### src/rtl/sync_bus_scheduler.sv
// sync_bus_scheduler: round-robin sharing of one bus synchronizer, with a fixed enable hold window followed by a forced low gap
module sync_bus_scheduler #(
  parameter int BUS_WIDTH   = 8,
  parameter int NUM_REQ     = 4,
  parameter int HOLD_CYCLES = 4,
  parameter int GAP_CYCLES  = 4,
  localparam int IW = $clog2(NUM_REQ),
  localparam int CW = $clog2((HOLD_CYCLES > GAP_CYCLES ? HOLD_CYCLES : GAP_CYCLES) + 1)
) (
  input  logic                         CLK,
  input  logic                         RST,
  input  logic [NUM_REQ-1:0]           req,
  input  logic [NUM_REQ*BUS_WIDTH-1:0] req_data,
  output logic [NUM_REQ-1:0]           ack,
  output logic [BUS_WIDTH-1:0]         unsync_bus,
  output logic                         bus_enable,
  output logic [IW-1:0]                grant_id,
  output logic                         busy
);
  typedef enum logic [1:0] {IDLE, HOLD, GAP} state_t;
  state_t state;
  logic [CW-1:0] cnt;
  logic [IW-1:0] ptr, win;
  logic found;
  // first asserted request at or above the pointer, wrapping to 0
  always_comb begin
    found = 1'b0;
    win = '0;
    for (int k = 0; k < NUM_REQ; k++) begin
      if (!found && req[(int'(ptr) + k) % NUM_REQ]) begin
        found = 1'b1;
        win = IW'((int'(ptr) + k) % NUM_REQ);
      end
    end
  end
  always_ff @(posedge CLK or negedge RST) begin
    if (!RST) begin
      state <= IDLE;
      cnt <= '0;
      ptr <= '0;
      ack <= '0;
      unsync_bus <= '0;
      bus_enable <= 1'b0;
      grant_id <= '0;
      busy <= 1'b0;
    end else begin
      ack <= '0;
      case (state)
        IDLE: if (found) begin
          unsync_bus <= req_data[win*BUS_WIDTH +: BUS_WIDTH];
          grant_id <= win;
          ack <= NUM_REQ'(1) << win;
          bus_enable <= 1'b1;
          busy <= 1'b1;
          state <= HOLD;
          cnt <= '0;
          ptr <= (win == IW'(NUM_REQ - 1)) ? '0 : win + 1'b1;
        end
        HOLD: if (cnt == CW'(HOLD_CYCLES - 1)) begin
          bus_enable <= 1'b0;
          state <= GAP;
          cnt <= '0;
        end else cnt <= cnt + 1'b1;
        GAP: if (cnt == CW'(GAP_CYCLES - 1)) begin
          busy <= 1'b0;
          state <= IDLE;
          cnt <= '0;
        end else cnt <= cnt + 1'b1;
        default: state <= IDLE;
      endcase
    end
  end
endmodule

### config.mk
export PLATFORM = sky130hd
export DESIGN_NAME = sync_bus_scheduler
export DESIGN_NICKNAME = d
export VERILOG_FILES = /design/src/rtl/sync_bus_scheduler.sv
export SDC_FILE = /design/constraint.sdc
export NUM_CORES = 1
export LEC_CHECK = 0
export BUFFER_PORTS_ARGS = -buffer_cell sky130_fd_sc_hd__buf_4
export CAP_MARGIN = 20
export CORE_MARGIN = 3
export CORE_UTILIZATION = 45
export CTS_BUF_LIST = sky130_fd_sc_hd__clkbuf_8
export CTS_CLUSTER_DIAMETER = 30
export DETAILED_ROUTE_END_ITERATION = 10
export PLACE_DENSITY = 0.74
export SLEW_MARGIN = 20
export SYNTH_ARGS = -nofsm -noshare
export SYNTH_HDL_FRONTEND = slang
export SYNTH_SLANG_ARGS = --single-unit
### constraint.sdc
create_clock -name CLK -period 2 [get_ports CLK]
set_input_delay 0.3 -clock CLK [delete_from_list [all_inputs] [get_ports CLK]]
set_output_delay 0.3 -clock CLK [all_outputs]
set_load 0.01 [all_outputs]
==> flow_summary_export.csv <==
group,metric,value,unit
setup_path,crit_path_end_kind,"register",
yosys,yosysWarnings,0,
timing,slew_headroom,0.603,
power,p_total,2690,uW
power,powerDensity,1370,mW/mm^2
power,power.leakage,0.000940,uW
global_routing,grt_max_degree,24,
floorplan,num_rows,19,
floorplan,io_pins,54,
run,cap_violations,0,
clock_network,h-tree-depth,1,
setup_path,r2r_cells,6,
yosys,async_flop_share,1.00,
floorplan,dieArea,0.00393,mm^2
yosys,ys_ff_latch,23,
clock_network,clkLatencyLatePin,0.26,ns
final_layout,drive_above_1_share,0.332,
timing,clock_skew,0.00123,ns
worst_hold_path,hold_depth,3,
setup_path,r2r_end,"ptr[0]$_DFFE_PN0P_",
global_routing,grt.overflow.total,0,
yosys,synthesis.area,0.00145,mm^2
clock_network,cts_tree,"yes",
setup_path,crit_type,"register to register",
setup_path,start_kind,"register",
yosys,synth_top_cell_by_area,"dfrtp_1",
clock_network,cts_root_buf,"clkbuf_8",
yosys,postSynthAreaPerCell,9.38,um^2
drt,dr.first_iter.drc_count,63,
floorplan,fp.dieW,62.7,um
clock_network,cts.sink_count,23,
drt,wirelength_met1,1670,um
setup_path,arrival,1.97,ns
setup_path,worstSetupStartpoint,"ptr[1]$_DFFE_PN0P_",
yosys,synth_edf_count,0,
global_routing,grt_pass1_vias,1356,
clock_network,path_clk_slew,0.08,ns
clock_network,cts_buffers,3,
yosys,syn_nets,199,
timing,tns,0,ns
floorplan,fp.coreArea,0.00290,mm^2
final_layout,area_growth,35.6,%
timing,rsz0062_at_grt,"false",
floorplan,die_h,62.7,um
timing,fin_crit_sh,0.902,
drt,dr_total_vias,1359,
timing,setup_violations,0,
yosys,syn_inst,154,
drt,wl_met3,208,um
yosys,dominantRegCellSynth,"dfrtp_1",
timing,fmax,554,MHz
floorplan,start_util,0.498,
setup_path,reg2reg_from,"ptr[1]$_DFFE_PN0P_",
timing,hold_violations,0,
placed_design,place.gp.congestion,0.791,
timing,fin_crit,1.80,ns
clock_network,post-cts-setup-buffer-count,0,
timing,final_max_slew_viol_count,0,
drt,wl_met2,1800,um
clock_network,cts_buffer_depth,2,
global_routing,grt_pass1_wl,6120,um
drt,first_pass_iters,4,
setup_path,crit_fanout,9,
placed_design,io_buffers,53,
yosys,ys_seq_area_frac,0.398,
setup_path,endpoint,"ptr[0]$_DFFE_PN0P_",
setup_path,crit_required,2.17,ns
yosys,synthTopCellsByArea,"dfrtp_1 (40%), mux2i_1 (6.2%), nand2_1 (6.2%)",
timing,tightest_slew,0.590,ns
drt,wl,3710,um
final_layout,antenna_cells,0,
drt,wl_per_cell,14.7,um
worst_hold_path,min-delay-path-class,"input port to register",
yosys,synth_top_area_frac,0.398,
drt,viasPerCell,5.37,
global_routing,antenna_found_initial,0,
setup_path,rrSetupSlack,0.20,ns
drt,drc_errors,0,
drt,ant_nets,0,
outcome,status,"complete, no violations",
placed_design,dp_hpwl,2970,um
global_routing,grtUsageTotal,0.189,
drt,top_layer,"met4",
power,ir_worst_vdd,0.795,mV
yosys,netlist-cell-type-count,35,
final_layout,layout.nets,257,
[per-layer routing]
metal	vias to the layer above	GRT usage
met4	0	0.0468
met1	631	0.262
met3	4	0.0324
met2	42	0.308
li1	682	-
met5	-	0
[flip-flops by register name, indices dropped and copies added, names as in the netlist]
| signal | cells |
|---|---|
| unsync_bus | 8 |
| busy | 1 |
| ptr | 2 |
| bus_enable | 1 |
| cnt | 3 |
| grant_id | 2 |
| ack | 4 |
| state | 2 |
[cell families (layout without fill, tap and decap cells)]
logic type               after synthesis  in the layout  share of synthesized area
adder cells (fa/ha/maj)                7              7                     0.0606
flip-flops                            23             23                      0.398
AO/OA/AOI/OAI                         43             43                      0.218
AND/OR/NAND/NOR                       59             59                      0.205
multiplexers                          11             11                     0.0779
buffers and inverters                 11             68                     0.0398
[synthesized netlist by cell type (all sizes together) (2+ instances only)]
cell type and count:
a211o 8, a21oi 3, a22o 2, a31oi 2, and2 2, buf 4
clkbuf 4, dfrtp 23, ha 7, inv 3, mux2 2, mux2i 9
nand2 24, nand2b 5, nand4 8, nor2 8, nor2b 5, nor3 3
o211ai 8, o21a 2, o21ai 6, o31ai 9
[through the flow]
stage / util / cells / instance area (um^2) / worst slack (ns) / hold WS, ns
after floorplan: - / 154 / 1450 / 0.275 / 0.00441
after global placement: 0.656 / 248 / 1900 / 0.204 / 0.202
after detailed placement: 0.656 / 248 / 1900 / 0.190 / 0.210
after CTS: 0.675 / 253 / 1960 / 0.181 / 0.353
after global routing: 0.676 / 253 / 1960 / 0.0596 / 0.367
final: 0.676 / 253 / 1960 / 0.195 / 0.351
[cells in the final DEF, fill, tap and decap left out, drive strengths merged, types with 4 or more instances in the layout]
cell     n
buf     60
nand4    8
nor2b    5
nand2b   5
o31ai    9
o21ai    6
inv      4
nand2   24
ha       7
mux2i    9
dfrtp   23
nor2     8
o211ai   8
a211o    8
[how the worst min path moves through the flow]
stage | endpoint | start
final | unsync_bus[5]$_DFFE_PN0P_ | req_data[5]
after floorplan | ack[0]$_DFF_PN0_ | RST
after global routing | unsync_bus[5]$_DFFE_PN0P_ | req_data[5]
after global placement | cnt[2]$_DFFE_PN0P_ | RST
after CTS | unsync_bus[5]$_DFFE_PN0P_ | req_data[5]
after detailed placement | cnt[2]$_DFFE_PN0P_ | RST
[final cells by class]
type / instances / area (um^2)
fill: 258 / 941
multi-input combinational: 120 / 815
sequential: 23 / 576
timing repair buffer: 61 / 460
tap: 42 / 52.6
clock buffer: 3 / 41.3
inverter: 3 / 11.3
clock inverter: 1 / 3.75
[worst max-delay path, stage by stage (launching register included)]
cell     delay (ns)
dfrtp_1        0.45
nor2b_1        0.20
o21a_1         0.39
nor3_4         0.08
buf_4          0.18
ha_1           0.18
o31ai_1        0.24
[power by group]
part           switching, uW  internal, uW
Combinational            835           745
Sequential               154           673
Clock                    144           137
Total                   1130          1560
[repair_timing]
item	in CTS	in global routing
setup endpoints to repair	0	3
resized for setup	0	1
hold buffers	1	0
hold endpoints to repair	23	0
(Power assumes the default switching activity.)
